==> config.mk <==
export PLATFORM = sky130hd
export DESIGN_NAME = axi_slave_wr_resp
export DESIGN_NICKNAME = d
export VERILOG_FILES = /design/src/rtl/axi_slave_pkg.sv /design/src/rtl/axi_burst_addr_gen.sv /design/src/rtl/axi_slave_wr_resp.sv
export SDC_FILE = /design/constraint.sdc
export NUM_CORES = 1
export LEC_CHECK = 0
export CORE_UTILIZATION = 30
export CTS_BUF_LIST = sky130_fd_sc_hd__clkbuf_4
export DETAILED_ROUTE_END_ITERATION = 8
export PLACE_DENSITY = 0.72
export SYNTH_ARGS = -nofsm -noshare
export SYNTH_HDL_FRONTEND = slang
export SYNTH_SLANG_ARGS = --single-unit
export TNS_END_PERCENT = 20
==> constraint.sdc <==
create_clock -name ACLK -period 1.6 [get_ports ACLK]
set_input_delay 0.32 -clock ACLK [delete_from_list [all_inputs] [get_ports ACLK]]
set_output_delay 0.32 -clock ACLK [all_outputs]
set_load 0.005 [all_outputs]
==> src/rtl/axi_slave_pkg.sv <==
// Shared types and constants for the AXI slave write-response path.
package axi_slave_pkg;

  localparam int unsigned ID_W   = 8;
  localparam int unsigned ADDR_W = 32;
  localparam int unsigned DATA_W = 32;
  localparam int unsigned LEN_W  = 4;

  typedef enum logic [1:0] {
    IDLE = 2'd0,
    DATA = 2'd1,
    RESP = 2'd2
  } wr_state_t;

  localparam logic [1:0] RESP_OKAY   = 2'b00;
  localparam logic [1:0] RESP_SLVERR = 2'b10;

  localparam logic [1:0] BURST_FIXED = 2'b00;
  localparam logic [1:0] BURST_INCR  = 2'b01;
  localparam logic [1:0] BURST_WRAP  = 2'b10;

  localparam logic [2:0] SIZE_WORD = 3'b010;

endpackage

==> src/rtl/axi_burst_addr_gen.sv <==
// Burst word-address generator: load on AW, step per beat, FIXED holds, INCR wraps modulo memory size.
module axi_burst_addr_gen #(
  parameter int unsigned ADDR_BITS = 14
) (
  input  logic                 ACLK,
  input  logic                 ARESETn,
  input  logic                 load,
  input  logic [ADDR_BITS-1:0] load_addr,
  input  logic                 load_fixed,
  input  logic                 step,
  output logic [ADDR_BITS-1:0] addr
);

  logic fixed_q;

  always_ff @(posedge ACLK) begin
    if (!ARESETn) begin
      addr    <= '0;
      fixed_q <= 1'b0;
    end else if (load) begin
      addr    <= load_addr;
      fixed_q <= load_fixed;
    end else if (step && !fixed_q) begin
      addr <= addr + 1'b1;
    end
  end

endmodule

==> src/rtl/axi_slave_wr_resp.sv <==
// Slave-side AXI write responder: one AW + W burst -> memory strobes -> single B response.
// Optional address window check enabled by defining AXI_WR_ADDR_CHECK_EN.
module axi_slave_wr_resp
  import axi_slave_pkg::*;
#(
  parameter logic [31:0] BASE_ADDR     = 32'h0000_0000,
  parameter int unsigned MEM_ADDR_BITS = 14
) (
  input  logic                     ACLK,
  input  logic                     ARESETn,
  input  logic [ID_W-1:0]          AWID,
  input  logic [ADDR_W-1:0]        AWADDR,
  input  logic [LEN_W-1:0]         AWLEN,
  input  logic [2:0]               AWSIZE,
  input  logic [1:0]               AWBURST,
  input  logic                     AWVALID,
  output logic                     AWREADY,
  input  logic [DATA_W-1:0]        WDATA,
  input  logic [3:0]               WSTRB,
  input  logic                     WLAST,
  input  logic                     WVALID,
  output logic                     WREADY,
  output logic [ID_W-1:0]          BID,
  output logic [1:0]               BRESP,
  output logic                     BVALID,
  input  logic                     BREADY,
  output logic                     mem_cs,
  output logic [3:0]               mem_web,
  output logic [MEM_ADDR_BITS-1:0] mem_addr,
  output logic [DATA_W-1:0]        mem_di
);

  wr_state_t  state;
  logic [LEN_W-1:0] len_q;
  logic [LEN_W-1:0] beat_cnt;
  logic             aw_err;
  logic             len_err;
  logic             range_err;
  logic             aw_hs;
  logic             beat;
  logic             wr_en;
  logic [MEM_ADDR_BITS-1:0] cur_addr;

`ifdef AXI_WR_ADDR_CHECK_EN
  localparam logic [32:0] WIN_BYTES = 33'd4 << MEM_ADDR_BITS;
  logic [31:0] aw_offset;
  assign aw_offset = AWADDR - BASE_ADDR;
  assign range_err = (AWADDR < BASE_ADDR) || ({1'b0, aw_offset} >= WIN_BYTES);
`else
  assign range_err = 1'b0;
`endif

  assign aw_hs = AWVALID && AWREADY;
  assign beat  = WVALID && WREADY;
  // Address/size errors gate the memory port; WLAST mismatches only affect BRESP.
  assign wr_en = beat && !aw_err;

  assign mem_cs   = wr_en;
  assign mem_web  = wr_en ? WSTRB : '0;
  assign mem_di   = wr_en ? WDATA : '0;
  assign mem_addr = cur_addr;

  axi_burst_addr_gen #(
    .ADDR_BITS (MEM_ADDR_BITS)
  ) u_addr_gen (
    .ACLK       (ACLK),
    .ARESETn    (ARESETn),
    .load       (aw_hs),
    .load_addr  (MEM_ADDR_BITS'((AWADDR - BASE_ADDR) >> 2)),
    .load_fixed (AWBURST == BURST_FIXED),
    .step       (beat),
    .addr       (cur_addr)
  );

  always_ff @(posedge ACLK) begin
    if (!ARESETn) begin
      state    <= IDLE;
      AWREADY  <= 1'b1;
      WREADY   <= 1'b0;
      BVALID   <= 1'b0;
      BRESP    <= RESP_OKAY;
      BID      <= '0;
      len_q    <= '0;
      beat_cnt <= '0;
      aw_err   <= 1'b0;
      len_err  <= 1'b0;
    end else begin
      case (state)
        IDLE: begin
          if (aw_hs) begin
            BID      <= AWID;
            len_q    <= AWLEN;
            beat_cnt <= '0;
            aw_err   <= (AWSIZE != SIZE_WORD) || range_err;
            len_err  <= 1'b0;
            AWREADY  <= 1'b0;
            WREADY   <= 1'b1;
            state    <= DATA;
          end
        end
        DATA: begin
          if (beat) begin
            if (WLAST) begin
              WREADY <= 1'b0;
              BVALID <= 1'b1;
              BRESP  <= (aw_err || len_err || (beat_cnt != len_q)) ? RESP_SLVERR : RESP_OKAY;
              state  <= RESP;
            end else begin
              // Overrun past AWLEN keeps accepting beats until WLAST; counter saturates.
              if (beat_cnt == len_q) len_err <= 1'b1;
              if (beat_cnt != '1) beat_cnt <= beat_cnt + 1'b1;
            end
          end
        end
        RESP: begin
          if (BREADY) begin
            BVALID  <= 1'b0;
            BRESP   <= RESP_OKAY;
            AWREADY <= 1'b1;
            state   <= IDLE;
          end
        end
        default: begin
          state   <= IDLE;
          AWREADY <= 1'b1;
          WREADY  <= 1'b0;
          BVALID  <= 1'b0;
        end
      endcase
    end
  end

endmodule

After elaboration in Yosys (flattened, before gate mapping)
Cells that the tools add are included.
{ "word_totals": {"regBits": 40, "inputBits": 91, "output_inout_bits": 64, "word_cells": 84} }
{ "classes": {"add_sub_neg": 2, "eq_ne": 13, "mux": 33, "bitwise": 3, "n_reduce_logical": 21} }
{ "op_table": {"columns": ["operator", "count"], "rows": [
  ["32-bit 2-to-1 mux", 1],
  ["14-bit 2-to-1 mux", 2],
  ["4-bit 2-to-1 mux", 5],
  ["4-bit AND reduction", 4],
  ["14-bit by 1-bit adder with 14-bit output (second input constant)", 1],
  ["2-bit 2-to-1 mux", 7],
  ["2-bit != test (second input constant)", 7],
  ["1-bit 2-to-1 mux", 11],
  ["5-bit AND reduction", 2],
  ["1-bit one-hot mux with 3 select lines", 3],
  ["4-bit one-hot mux with 2 select lines", 1],
  ["2-bit one-hot mux with 3 select lines", 1],
  ["2-bit nonzero test", 3],
  ["4-bit by 1-bit adder with 4-bit output (second input constant)", 1],
  ["4-bit == test", 1],
  ["1-bit logical AND", 4],
  ["2-bit zero test", 2],
  ["4-bit != test", 1],
  ["4-bit != test (second input constant)", 1],
  ["2-bit one-hot mux with 2 select lines", 1],
  ["3-bit by 2-bit != test with 1-bit output (second input constant)", 1],
  ["1-bit NOT", 3],
  ["3-bit AND reduction", 1],
  ["2-bit by 1-bit == test with 1-bit output (second input constant)", 1],
  ["5 further kinds", 7]
]} }

Logic depth before layout (Yosys ltp)
Gate-level depths: netlist (run 1).
{ "logic_depth": {"word_depth": 6, "mapped_depth": 6, "mapped_depth_nobuf": 5} }

By module
From an unflattened synthesis (run 1), not the netlist that was laid out.
{ "hier_totals": {"cells_unflattened": 271, "area_unflattened_um2": 2180.8} }
{ "modules_own_cells": {"columns": ["mod", "instances", "cells_each", "area_each_um2", "seq_area_each_um2"], "rows": [
  ["axi_slave_wr_resp", 1, 169, 1327.5, 480.5],
  ["axi_burst_addr_gen", 1, 102, 853.3, 300.3]
]} }

Worst setup path before layout (run 1)
No wires, ideal clock.
{ "synth_timing": {"kind": "register -> output", "startpoint": "register WREADY", "endpoint": "output port mem_di[10]", "arrival_ns": 1.152, "required_time_ns": 1.280, "setup_slack_ns": 0.128, "stages_incl_launch_ff": 5, "path_buffers": 1, "path_cell_list": "dfxtp_1 > nand2_2 > nor2_2 > clkbuf_1 > and2_1"} }
{ "synth_via": {"elab_chain_cells": 3} }
{ "synth_lines": {"columns": ["item", "line", "source"], "rows": [
  ["from (decl)", "axi_slave_wr_resp.sv:22", "output logic WREADY,"],
  ["from (signal assigned)", "axi_slave_wr_resp.sv:79", "WREADY <= 1'b0;"],
  ["from (signal assigned)", "axi_slave_wr_resp.sv:97", "WREADY <= 1'b1;"],
  ["from (signal assigned)", "axi_slave_wr_resp.sv:104", "WREADY <= 1'b0;"],
  ["1-bit logical AND", "axi_slave_wr_resp.sv:54", "assign beat = WVALID && WREADY;"],
  ["1-bit logical AND", "axi_slave_wr_resp.sv:56", "assign wr_en = beat && !aw_err;"],
  ["32-bit 2-to-1 mux", "axi_slave_wr_resp.sv:60", "assign mem_di = wr_en ? WDATA : '0;"],
  ["to (decl)", "axi_slave_wr_resp.sv:30", "output logic [DATA_W-1:0] mem_di"]
]} }
Every way passes these cells.

Worst setup path after layout (run 1)
{ "layout_timing": {"startpoint": "register WREADY", "endpoint": "output port mem_di[23]"} }
Same word-level chain as after synthesis.

==> metrics.csv, run 1 <==
stage,metric,value,unit
synthesis,synthesized area,2120,um2
die,Core Area,6790,um2
finish,Final #Nets,507,
timing,Final Max Slew Viols,0,
finish,post-route cell area,3890,um2
job,max cap viols,0,
pwr,Lkg Pwr,1.64,nW
cts,CTS root buffer,clkbuf_4,
global_route,largest net degree at the start of global routing,21,
placed_design,placed cells,497,
pwr,Psw,758,uW
finish,"commonest non-fill, non-tap cell in the layout",clkdlybuf4s50_1,
cts,Worst-path clk slew,0.14,ns
drt,drt drc,0,
drt,overall via count from detail_route,2413,
drt,drt pass-1 iters,4,
timing,RSZ-0062 raised after global routing,yes,
critical_path,Worst EP arrival,1.43,ns
drt,detailed router's first-iteration violation count,50,
drt,routed vias/inst,4.72,
finish,Synth-to-Final Area Change,84.1,%
timing,Worst Slack Setup Final,-0.147,ns
placed_design,I/O Buffers,135,
pwr,Pint,1.72,mW
cts,worst skew pair latency,0.36,ns
critical_path,Max Fanout on Critical Path,5,
timing,Final Skew,0.0115,ns
pwr,Pwr Total,2.48,mW
timing,FMAX,572,MHz
pwr,Clock power frac,22.3,%
global_route,vias in the first global route,2248,
critical_path,Worst R2R Setup Slack,0.15,ns
finish,most frequent cells in the layout,"clkdlybuf4s50_1 (86), nand2_1 (36), a21oi_1 (25)",
synthesis,Synth Flop Type,dfxtp_1,
die,Die ar.,7390,um2
drt,total wire length,6610,um
synthesis,syn_area_per_cell,8.11,um2
placed_design,Placed Instance Area,3680,um2
die,Die X,86.0,um
cts,CTS H-tree lvls,2,
placed_design,HPWL Detailed,4910,um
critical_path,"Req. time, crit path",1.28,ns
pwr,Flop pwr share,45.9,%
timing,Tcrit/Tclk final,109,%
global_route,Tot GR Track Use,17.4,%
critical_path,CP Capture Type,output pin,
pwr,Sw Share,30.6,%
timing,# setup viols final,36,
outcome,violations in the final reports,setup timing,
global_route,first-pass GRT wire length,10300,um
drt,post-detailed-route wirelength per cell,12.9,um
cts,maximum clock insertion buffer count,2,
die,I/O pins,155,
timing,hold_ws,0.464,ns
synthesis,sequential-to-total area share from yosys stat,36.9,%
critical_path,startpoint types,flip-flop,
pwr,combinational group share of total power,31.9,%
synthesis,Synth Instances,261,
synthesis,Post-synth EDFFs,0,
synthesis,Synth Register Bits,39,
timing,Tmin final,1.75,ns
finish,"non-filler cells, final",511,
finish,share of cells above drive strength 1,28.4,%
die,die height,86.0,um
pwr,PD cells,636,nW/um2
global_route,antenna violations before repair,0,
synthesis,Yosys cell types,46,
placed_design,Routability Congestion,0.809,
cts,Clock Sinks,39,
drt,ANT nets after route,0,
timing,Final Hold Viols,0,
die,Row Count,30,
synthesis,"Warnings, synthesis",0,
outcome,status,"finished, violations left",
finish,antenna cells,0,
global_route,grt ovf,0,
cts,CTS tree,yes,
synthesis,Syn Nets,354,
die,Initial Utilization,31.1,%
cts,TritonCTS buffer count,5,
synthesis,Post-synth ARST share,0,%
worst_hold_path,HP Class,flip-flop to flip-flop,
pwr,VDD IR-drop max,625,uV
critical_path,kind of critical path,flip-flop to output pin,
==> power by group through the flow <==
stage / Clock, mW / Combinational [mW] / Sequential, mW
4_1_cts: 0.579 / 0.767 / 1.14
6_report: 0.551 / 0.790 / 1.14
3_3_place_gp: 0 / 0.760 / 1.15
5_1_grt: 0.615 / 0.867 / 1.15
3_5_place_dp: 0 / 0.767 / 1.15
2_1_floorplan: 0 / 0.286 / 1.15
==> metal layers <==
metal | vias to the layer above | GRT usage (%) | wire, um
li1 | 1204 | - | -
met5 | - | 0 | 0
met1 | 1102 | 20.1 | 2670
met2 | 102 | 31.0 | 3280
met4 | 0 | 3.79 | 43
met3 | 5 | 5.87 | 622
==> layout make-up <==
class,instances,area [um2]
fillers,623,2900
repair buffers,161,1570
multi-input cells,199,1280
flip-flops and latches,39,831
well taps,96,120
clock buffers,5,37.5
inverters,8,30.0
clock inverters,3,23.8
==> flip-flops by register name, summed over array words and instances (netlist names) <==
signal              cells
BRESP                   1
BVALID                  1
len_err                 1
AWREADY                 1
state                   2
WREADY                  1
beat_cnt                4
len_q                   4
BID                     8
u_addr_gen.addr        14
aw_err                  1
u_addr_gen.fixed_q      1
==> logic make-up (layout without fill, tap and decap cells) <==
group	count (synthesis)	after routing	synth area share, %
compound gates	56	56	16.1
other cells	1	1	0.177
fa+ha+maj	2	2	1.18
xor+xnor	14	14	5.80
buf+inv	23	177	4.55
mux	3	3	1.42
simple gates	123	123	33.9
flops	39	39	36.9
==> critical path, stage by stage (launching register included) <==
cell and delay, ns:
dfxtp_2 0.38, nand2_4 0.07, nor2_4 0.11, buf_6 0.15, clkbuf_16 0.14, and2_4 0.14, buf_6 0.09
==> cell usage after synthesis (2+ instances only) <==
cell,instances,area (um2)
nand3_1,8,40.0
a211oi_1,4,30.0
and2_1,37,231
or2_1,2,12.5
xnor2_1,10,87.6
a31o_2,3,26.3
a21oi_1,25,125
nand4_1,4,25.0
nand2b_1,2,12.5
mux2i_1,3,30.0
xor2_1,4,35.0
and3_1,3,18.8
inv_1,8,30.0
nand2_1,36,135
clkbuf_1,9,33.8
a31oi_1,2,12.5
nor3_2,2,20.0
o21ai_0,15,75.1
ha_1,2,25.0
nor2_1,9,33.8
buf_2,5,25.0
nor3_1,6,30.0
dfxtp_1,39,781
==> path summary, 6_finish.rpt <==
| kind | startpoint | end | depth (start not counted) |
|---|---|---|---|
| worst max-delay path | WREADY | mem_di[23] | 6 |
| worst min-delay path | BID[4] | BID[4] | 2 |
| worst max register to register | beat_cnt[0] | len_err | 4 |
| worst min register to register | BID[4] | BID[4] | 2 |
==> timing repair <==
| action | in CTS | in global routing |
|---|---|---|
| gates cloned | 1 | 3 |
| setup endpoints to repair | 52 | 49 |
| hold buffers | 0 | 0 |
| setup buffers | 3 | 0 |
| endpoints found under the hold margin | 0 | 0 |
| pin swaps | 9 | 15 |
| gates resized for setup | 149 | 64 |
==> metrics by stage <==
step / setup TNS [ns] / utilization (%) / worst slack, ns
after floorplan: 0 / - / 0.128
after global placement: -22.45 / 54.2 / -0.569
after detailed placement: -23.78 / 54.2 / -0.594
after CTS: -7.69 / 56.4 / -0.261
after global routing: -6.74 / 57.3 / -0.234
final: -3.33 / 57.3 / -0.147
Note: power is estimated with default switching activity, not from simulation.
==> inputs of run 2 (changes only) <==
- DONT_BUFFER_PORTS: default -> 1
- PLACE_DENSITY: 0.72 -> default
==> run 2 against run 1 <==
The run now ends clean. Total power decreased by 4.3%. Flip-flop and latch count unchanged. First-iteration DRC count increased by 62%. Global-route usage decreased by 3.7 points. Clock-buffer cell count increased by 1. Clock power increased by 53%. Largest cell class is now multi-input gates.
==> metrics.csv, run 2 (synthesis results as in run 1) <==
stage,metric,value,unit,change
outcome,status,completed,,
cts,CTS root buffer,clkbuf_4,,
placed_design,I/O Buffers,0,,-100%
placed_design,Routability Congestion,0.859,,+6.2%
timing,# setup viols final,0,,-100%
cts,Worst-path clk slew,0.13,ns,about the same
finish,Synth-to-Final Area Change,13.8,%,
finish,"commonest non-fill, non-tap cell in the layout",dfxtp_1,,
drt,overall via count from detail_route,1817,,-25%
finish,"Most flops, register",u_addr_gen.addr,,
die,Core Area,6790,um2,unchanged
global_route,grt ovf,0,,unchanged
global_route,first-pass GRT wire length,7980,um,-23%
pwr,Lkg Pwr,0.909,nW,-44%
placed_design,Placed Instance Area,2270,um2,-38%
timing,Tcrit/Tclk final,99.6,%,-9.6 points
timing,Final Skew,0.0149,ns,+0.00343 ns
global_route,Tot GR Track Use,13.7,%,-3.7 points
global_route,largest net degree at the start of global routing,38,,+81%
job,max cap viols,0,,unchanged
placed_design,HPWL Detailed,4000,um,-18%
timing,FMAX,627,MHz,+9.6%
drt,detailed router's first-iteration violation count,81,,+62%
cts,CTS tree,yes,,
drt,ANT nets after route,0,,unchanged
critical_path,Worst EP arrival,1.27,ns,-0.16 ns
die,Row Count,30,,unchanged
pwr,PD cells,985,nW/um2,+55%
finish,antenna cells,0,,unchanged
placed_design,placed cells,354,,-29%
cts,TritonCTS buffer count,5,,unchanged
finish,Largest regs,"u_addr_gen.addr x14, BID x8",,
critical_path,startpoint types,flip-flop,,
cts,Clock Sinks,39,,unchanged
critical_path,Max Fanout on Critical Path,37,,+32
die,die height,86.0,um,unchanged
pwr,VDD IR-drop max,469,uV,-25%
timing,RSZ-0062 raised after global routing,yes,,
critical_path,CP Capture Type,output pin,,
global_route,antenna violations before repair,0,,unchanged
die,Die X,86.0,um,unchanged
drt,total wire length,5190,um,-21%
finish,Largest register FFs,14,,unchanged
finish,post-route cell area,2410,um2,-38%
drt,drt pass-1 iters,4,,unchanged
finish,share of cells above drive strength 1,13.9,%,-15 points
critical_path,"Req. time, crit path",1.28,ns,about the same
die,Initial Utilization,31.1,%,unchanged
finish,"non-filler cells, final",363,,-29%
cts,maximum clock insertion buffer count,2,,unchanged
finish,most frequent cells in the layout,"dfxtp_1 (37), nand2_1 (36), and2_1 (35)",,
finish,layout filler cell count,707,,+13%
timing,Final Max Slew Viols,0,,unchanged
die,I/O pins,155,,unchanged
drt,post-detailed-route wirelength per cell,14.3,um,+11%
critical_path,kind of critical path,flip-flop to output pin,,
timing,Tmin final,1.59,ns,-0.153 ns
die,Die ar.,7390,um2,unchanged
cts,CTS H-tree lvls,2,,unchanged
timing,Final Hold Viols,0,,unchanged
pwr,Pwr Total,2.37,mW,-4.3%
drt,routed vias/inst,5.01,,+6.0%
finish,Final #Nets,359,,-29%
global_route,vias in the first global route,1633,,-27%
worst_hold_path,HP Class,input port to flip-flop,,
cts,worst skew pair latency,0.35,ns,about the same
drt,drt drc,0,,unchanged
## run 2: cell type report
cell class	count	area, um2	share of cell area [%]
Inverter	8	30.0	1.25
Timing Repair Buffer	13	113	4.68
Multi-Input combinational cell	199	1250	52.1
Tap cell	96	120	4.99
Sequential cell	39	786	32.6
Clock inverter	2	60.1	2.49
Clock buffer	6	45.0	1.87
## run 2: per-layer routing
layer	up-vias	global-route usage (%)	wire length [um]
met5	-	0	0
met4	0	4.09	34
met3	2	4.23	441
met2	96	23.5	2520
met1	814	16.3	2190
li1	905	-	-
## run 2: worst max-delay path, cell delays in order (launching register included)
cell and delay (ns):
dfxtp_4 0.40, nand2_4 0.08, nor2_4 0.11, buf_12 0.17, and2_1 0.18
## run 2: path summary, 6_finish.rpt
kind,startpoint,endpoint,slack (ns),cells past startpoint
worst min-delay path,ARESETn,BVALID,0.09,1
worst max register to register,state[1],BRESP[1],0.17,4
worst max-delay path,WREADY,mem_di[27],0.006,4
worst min register to register,len_q[0],len_q[0],0.48,2
## run 2: timing repair
| action | in CTS | in global routing |
|---|---|---|
| gates resized for setup | 6 | 1 |
| pin swaps | 1 | 1 |
| endpoints found under the setup margin | 37 | 37 |
| hold buffers | 0 | 1 |
| endpoints found under the hold margin | 0 | 1 |
| setup buffers | 0 | 0 |
## run 2: where the power goes
group,switching [mW],internal (mW)
sequential,0.0918,1.05
clock,0.339,0.505
combinational,0.212,0.172
total,0.643,1.73
## run 2: per-stage QoR
| step | setup TNS (ns) | hold WS, ns | setup slack [ns] | utilization [%] |
|---|---|---|---|---|
| after detailed placement | 0 | 0.389 | 0.149 | 33.4 |
| final | 0 | 0.0881 | 0.00579 | 35.4 |
| after global routing | -3.17 | 0.0660 | -0.104 | 35.4 |
| after CTS | -0.124 | 0.0120 | -0.0243 | 35.3 |
| after floorplan | 0 | 0.449 | 0.128 | - |
| after global placement | 0 | 0.388 | 0.153 | 33.4 |
==> edit 1 (config.mk and constraints of run 1) <==
The option `AXI_WR_ADDR_CHECK_EN` is turned on by a define.
--- a/src/rtl/axi_slave_wr_resp.sv
+++ b/src/rtl/axi_slave_wr_resp.sv
@@ -1,4 +1,6 @@
 // Slave-side AXI write responder: one AW + W burst -> memory strobes -> single B response.
 // Optional address window check enabled by defining AXI_WR_ADDR_CHECK_EN.
+`define AXI_WR_ADDR_CHECK_EN
+
 module axi_slave_wr_resp
   import axi_slave_pkg::*;
Formal check against the unedited RTL: not equivalent (Yosys sat finds a counterexample within 4 cycles, from zero or initial values and one cycle with ARESETn low).
==> edit 1 against run 1 <==
Clock skew fell by 0.0025 ns. Critical path type unchanged. Cell area grew 5.6%. Setup slack lost 0.031 ns. Critical endpoint is now mem_di[13]. Largest cell class unchanged. Total power increased by 0.33%. Sequential cell count is the same. The run still ends with negative setup slack left. Via count is 2.7% higher. Synthesized area shrank 2.0%. Highest routed layer unchanged. Cell count is 3.5% higher. Routed wire length grew 11%.
==> edit 1: results (changes against run 1) <==
* Vias at 2477 (was 2413)
* CP max stage delay at 0.35 ns (was 0.38 ns)
* Yosys cell types at 43 (was 46)
* Final WL at 7370 um (was 6610 um)
* Clock root buffer: clkbuf_4 (unchanged)
* Post-place setup slack at -0.642 ns (was -0.594 ns)
* Synth cell count leaders: 39 x dfxtp_1, 36 x and2_1, 36 x nand2_1, 26 x a21oi_1, 14 x nor2_1 (was 39 x dfxtp_1, 37 x and2_1, 36 x nand2_1, 25 x a21oi_1, 15 x o21ai_0)
* # port buffers at 151 (was 135)
* Sequential area share after synthesis at 0.377 (was 0.369)
* Nets at 544 (was 507)
* Reg2reg setup slack at -0.11 ns (was 0.15 ns)
* Post-synthesis mux area share at 0.00483 (was 0.0142)
* Failing checks: negative setup slack (unchanged)
* Reg-to-reg startpoint: WREADY (was beat_cnt[0])
* # setup viols final at 37 (was 36)
* Worst hold start: BID[2] (was BID[4])
* Placed Cells at 513 (was 497)
* Adder-cell share of the synthesized area at 0.0121 (was 0.0118)
* Top Registers: u_addr_gen.addr: 14 flops, BID: 8 flops (unchanged)
* Worst clock skew at 0.00900 ns (was 0.0115 ns)
* Worst hold path type: flip-flop to flip-flop (unchanged)
* Clk slew on worst S/H paths at 0.11 ns (was 0.14 ns)
* Largest cells by area after synthesis: dfxtp_1 38%, and2_1 11%, nand2_1 6.5% (was dfxtp_1 37%, and2_1 11%, nand2_1 6.4%)
* Layout Cells excl Fill at 529 (was 511)
* Status: finished with violations (unchanged)
* Reg2reg end: beat_cnt[3] (was len_err)
* Slowest CP cell: dfxtp_2 (unchanged)
* Post-synth net total at 357 (was 354)
* Worst path top cell family by delay: buffers and inverters (was flip-flops)
* Worst-case clock buffer depth at 2 (unchanged)
* Layout cell share with drive strength beyond 1 at 0.288 (was 0.284)
* Synth Area in XOR/XNOR at 0.0549 (was 0.0580)
* Clock Latency Late Sink at roughly 0.35 ns
* Area after DPL at 3920 um^2 (was 3680 um^2)
* GRT Util Overall at 0.206 (was 0.174)
* RD Place Congestion at 0.788 (was 0.809)
* Final Worst Setup Slack at -0.178 ns (was -0.147 ns)
* Crit-path max FO at 6 (was 5)
* Hold path depth at 2 (unchanged)
* Hold EP: BID[2] (was BID[4])
* DR iter-0 viols at 71 (was 50)
* H-tree depth at 2 (unchanged)
* Async SR Flop Fraction at 0 (unchanged)
* Smallest hold slack at 0.470 ns (was 0.464 ns)
* Fin Setup TNS at -3.73 ns (was -3.33 ns)
* Critical Path AT at 1.46 ns (was 1.43 ns)
* HPWL Detailed at 5700 um (was 4910 um)
* DR pass1 iterations at 4 (unchanged)
* LEAKAGE at 1.73 nW (was 1.64 nW)
* N_diodes at 0 (unchanged)
* Largest net degree at the start of global routing at 25 (was 21)
* R2r worst-path depth at 6 (was 4)
* Synthesized area per cell at 7.85 um^2 (was 8.11 um^2)
* Worst vdd ir at 0.407 mV (was 0.625 mV)
* First-pass GRT wire length at 11900 um (was 10300 um)
* Compound-Gate Fraction of Synth Area at 0.168 (was 0.161)
## edit 1: cell count changes after synthesis, moves of 3 or more
cell	run 1	this run
o31ai_1	0	4
nor4_1	1	5
or4_1	0	4
o21ai_0	15	12
nor2_1	9	14
xor2_1	4	9
a31oi_1	2	5
xnor2_1	10	4
inv_1	8	3
## edit 1: worst max path at each step
stage / start / endpoint / slack [ns] / cells past startpoint
global placement: WVALID / mem_di[9] / -0.66 / 6
finish: WREADY / mem_di[13] / -0.18 / 7
detailed placement: WVALID / mem_di[6] / -0.64 / 6
CTS: WREADY / mem_di[3] / -0.27 / 6
floorplan: beat_cnt[1] / beat_cnt[3] / -0.04 / 5
global route: WREADY / mem_di[24] / -0.27 / 5
## edit 1: layout make-up
type / instances / area, um^2
Fill cell: 561 / 2380
Timing Repair Buffer: 197 / 1880
Multi-Input combinational cell: 205 / 1260
Sequential cell: 39 / 810
Tap cell: 77 / 96.3
Clock buffer: 7 / 52.6
Inverter: 3 / 11.3
Clock inverter: 1 / 5.00
## edit 1: layer usage
metal / wire length (um) / vias up / GRT usage
li1: - / 1291 / -
met1: 3140 / 1119 / 0.249
met2: 3840 / 58 / 0.372
met3: 273 / 9 / 0.0331
met4: 119 / 0 / 0.0647
met5: 0 / - / 0
## edit 1: power breakdown
part	switching (mW)	internal [mW]
Sequential	0.0538	1.05
Clock	0.321	0.205
Combinational	0.309	0.551
## edit 1: repair_timing
item,CTS,global route
pin swaps,23,4
hold buffers,0,0
buffers inserted,7,0
gates resized for setup,195,10
cloned,3,0
endpoints found under the setup margin,57,51
## edit 1: worst reg2reg max path, stage by stage (launching register included)
cell and delay, ns:
dfxtp_2 0.35, nand2_2 0.07, buf_4 0.13, buf_4 0.14
or4_4 0.52, or3_1 0.32, a21oi_1 0.13
==> edit 2 (settings of run 1) <==
Made on the original files. Make the reset (`ARESETn`) asynchronous in 2 clocked blocks.
--- a/src/rtl/axi_burst_addr_gen.sv
+++ b/src/rtl/axi_burst_addr_gen.sv
@@ -14,5 +14,5 @@
   logic fixed_q;
 
-  always_ff @(posedge ACLK) begin
+  always_ff @(posedge ACLK or negedge ARESETn) begin
     if (!ARESETn) begin
       addr    <= '0;
--- a/src/rtl/axi_slave_wr_resp.sv
+++ b/src/rtl/axi_slave_wr_resp.sv
@@ -73,5 +73,5 @@
   );
 
-  always_ff @(posedge ACLK) begin
+  always_ff @(posedge ACLK or negedge ARESETn) begin
     if (!ARESETn) begin
       state    <= IDLE;
Formal check against the unedited RTL: differs if ARESETn is asserted again (counterexample within 4 cycles, from zero or initial values and one cycle with ARESETn low); with ARESETn held inactive, the same outputs for 10 cycles.
==> edit 2 against run 1 <==
The flow still finishes with violations (negative setup slack). Routed wire length increased by 14%. Setup slack got worse by 0.015 ns. Total power increased by 5.5%. Sequential share of layout area increased by 3.2 points. Cell area increased by 2.2%. Synthesized area increased by 5.4%. Sequential cell count unchanged. Synthesized cell count decreased by 1.5%. Critical endpoint is now mem_di[8].
==> edit 2: results (changes against run 1) <==
* First-pass GRT wire length at 10900 um (was 10300 um)
* DR WL/cell at 14.4 um (was 12.9 um)
* Internal power at 1.84 mW (was 1.72 mW)
* RD Place Congestion at 0.818 (was 0.809)
* Area after DPL at 3830 um^2 (was 3680 um^2)
* Post-synth net total at 350 (was 354)
* Fillers at 665 (was 623)
* Post-CTS Setup Repair Bufs at 5 (was 3)
* Crit-path max FO at 5 (unchanged)
* Vias at 2429 (was 2413)
* HPWL Detailed at 5520 um (was 4910 um)
* GRT met2 Usage at 0.347 (was 0.310)
* Status: finished with violations (unchanged)
* M1 GR Usage at 0.197 (was 0.201)
* R2r worst-path depth at 5 (was 4)
* Largest net degree at the start of global routing at 26 (was 21)
* Worst hold path type: input pin to async pin (was flip-flop to flip-flop)
* Worst Setup SP: WREADY (unchanged)
* Synth Area in XOR/XNOR at 0.0550 (was 0.0580)
* Met3 usage in global routing at 0.0429 (was 0.0587)
* WL met2 at 4000 um (was 3280 um)
* Worst vdd ir at 0.356 mV (was 0.625 mV)
* Clock Latency Late Sink at 0.34 ns (was 0.36 ns)
* LEAKAGE at 1.98 nW (was 1.64 nW)
* # setup viols final at 38 (was 36)
* Failing checks: negative setup slack (unchanged)
* Layout cell share with drive strength beyond 1 at 0.255 (was 0.284)
* Worst setup endpoint: mem_di[8] (was mem_di[23])
* Cts hold-fix bufs at 1 (was 0)
* Reg2reg end: u_addr_gen.addr[13] (was len_err)
* Post-synthesis mux area share at 0.0185 (was 0.0142)
* Adder-cell share of the synthesized area at 0.0112 (was 0.0118)
* Final Worst Setup Slack at -0.162 ns (was -0.147 ns)
* Compound-Gate Fraction of Synth Area at 0.0881 (was 0.161)
* Post_cts resized at 176 (was 149)
* Reg-to-reg startpoint: u_addr_gen.fixed_q (was beat_cnt[0])
* Sequential area share after synthesis at 0.438 (was 0.369)
* Nets at 515 (was 507)
* Async SR Flop Fraction at 1.00 (was 0)
* CTS Buf Count at 5 (unchanged)
* Reg2reg setup slack at 0.05 ns (was 0.15 ns)
* Vias in the first global route at 2323 (was 2248)
* Combinational power share at 0.378 (was 0.319)
* Clk slew on worst S/H paths at 0.11 ns (was 0.14 ns)
* WL met1 at 2780 um (was 2670 um)
* WL met3 at 654 um (was 622 um)
* Synth cell count leaders: 48 x nand2_1, 38 x dfrtp_1, 37 x and2_1, 20 x nor2_1, 16 x a21oi_1 (was 39 x dfxtp_1, 37 x and2_1, 36 x nand2_1, 25 x a21oi_1, 15 x o21ai_0)
* Largest cells by area after synthesis: dfrtp_1 43%, and2_1 10%, nand2_1 8.1% (was dfxtp_1 37%, and2_1 11%, nand2_1 6.4%)
[edit 2: final cells by class]
cell class	count	area (um^2)	area share
clock inverters	2	7.51	0.00189
repair buffers	172	1610	0.404
inverters	5	18.8	0.00472
clock buffers	6	45.0	0.0113
multi-input cells	199	1200	0.301
well taps	99	124	0.0311
flip-flops and latches	39	977	0.246
[edit 2: cell families (layout without fill, tap and decap cells)]
logic type	Yosys count	count (layout)
flip-flops	39	39
XOR/XNOR	14	14
AO/OA/AOI/OAI	33	33
buffers and inverters	19	185
multiplexers	4	4
adder cells (fa/ha/maj)	2	2
other	1	1
AND/OR/NAND/NOR	145	145
[edit 2: per-stage QoR]
stage,cells,power [mW],utilization,setup TNS (ns),setup slack (ns)
2_1_floorplan,257,1.51,-,0,0.0398
3_3_place_gp,503,2.13,0.531,-25.64,-0.640
3_5_place_dp,503,2.15,0.531,-26.97,-0.651
4_1_cts,519,2.63,0.546,-8.42,-0.287
5_1_grt,522,2.78,0.552,-7.90,-0.235
6_report,522,2.61,0.552,-5.24,-0.162
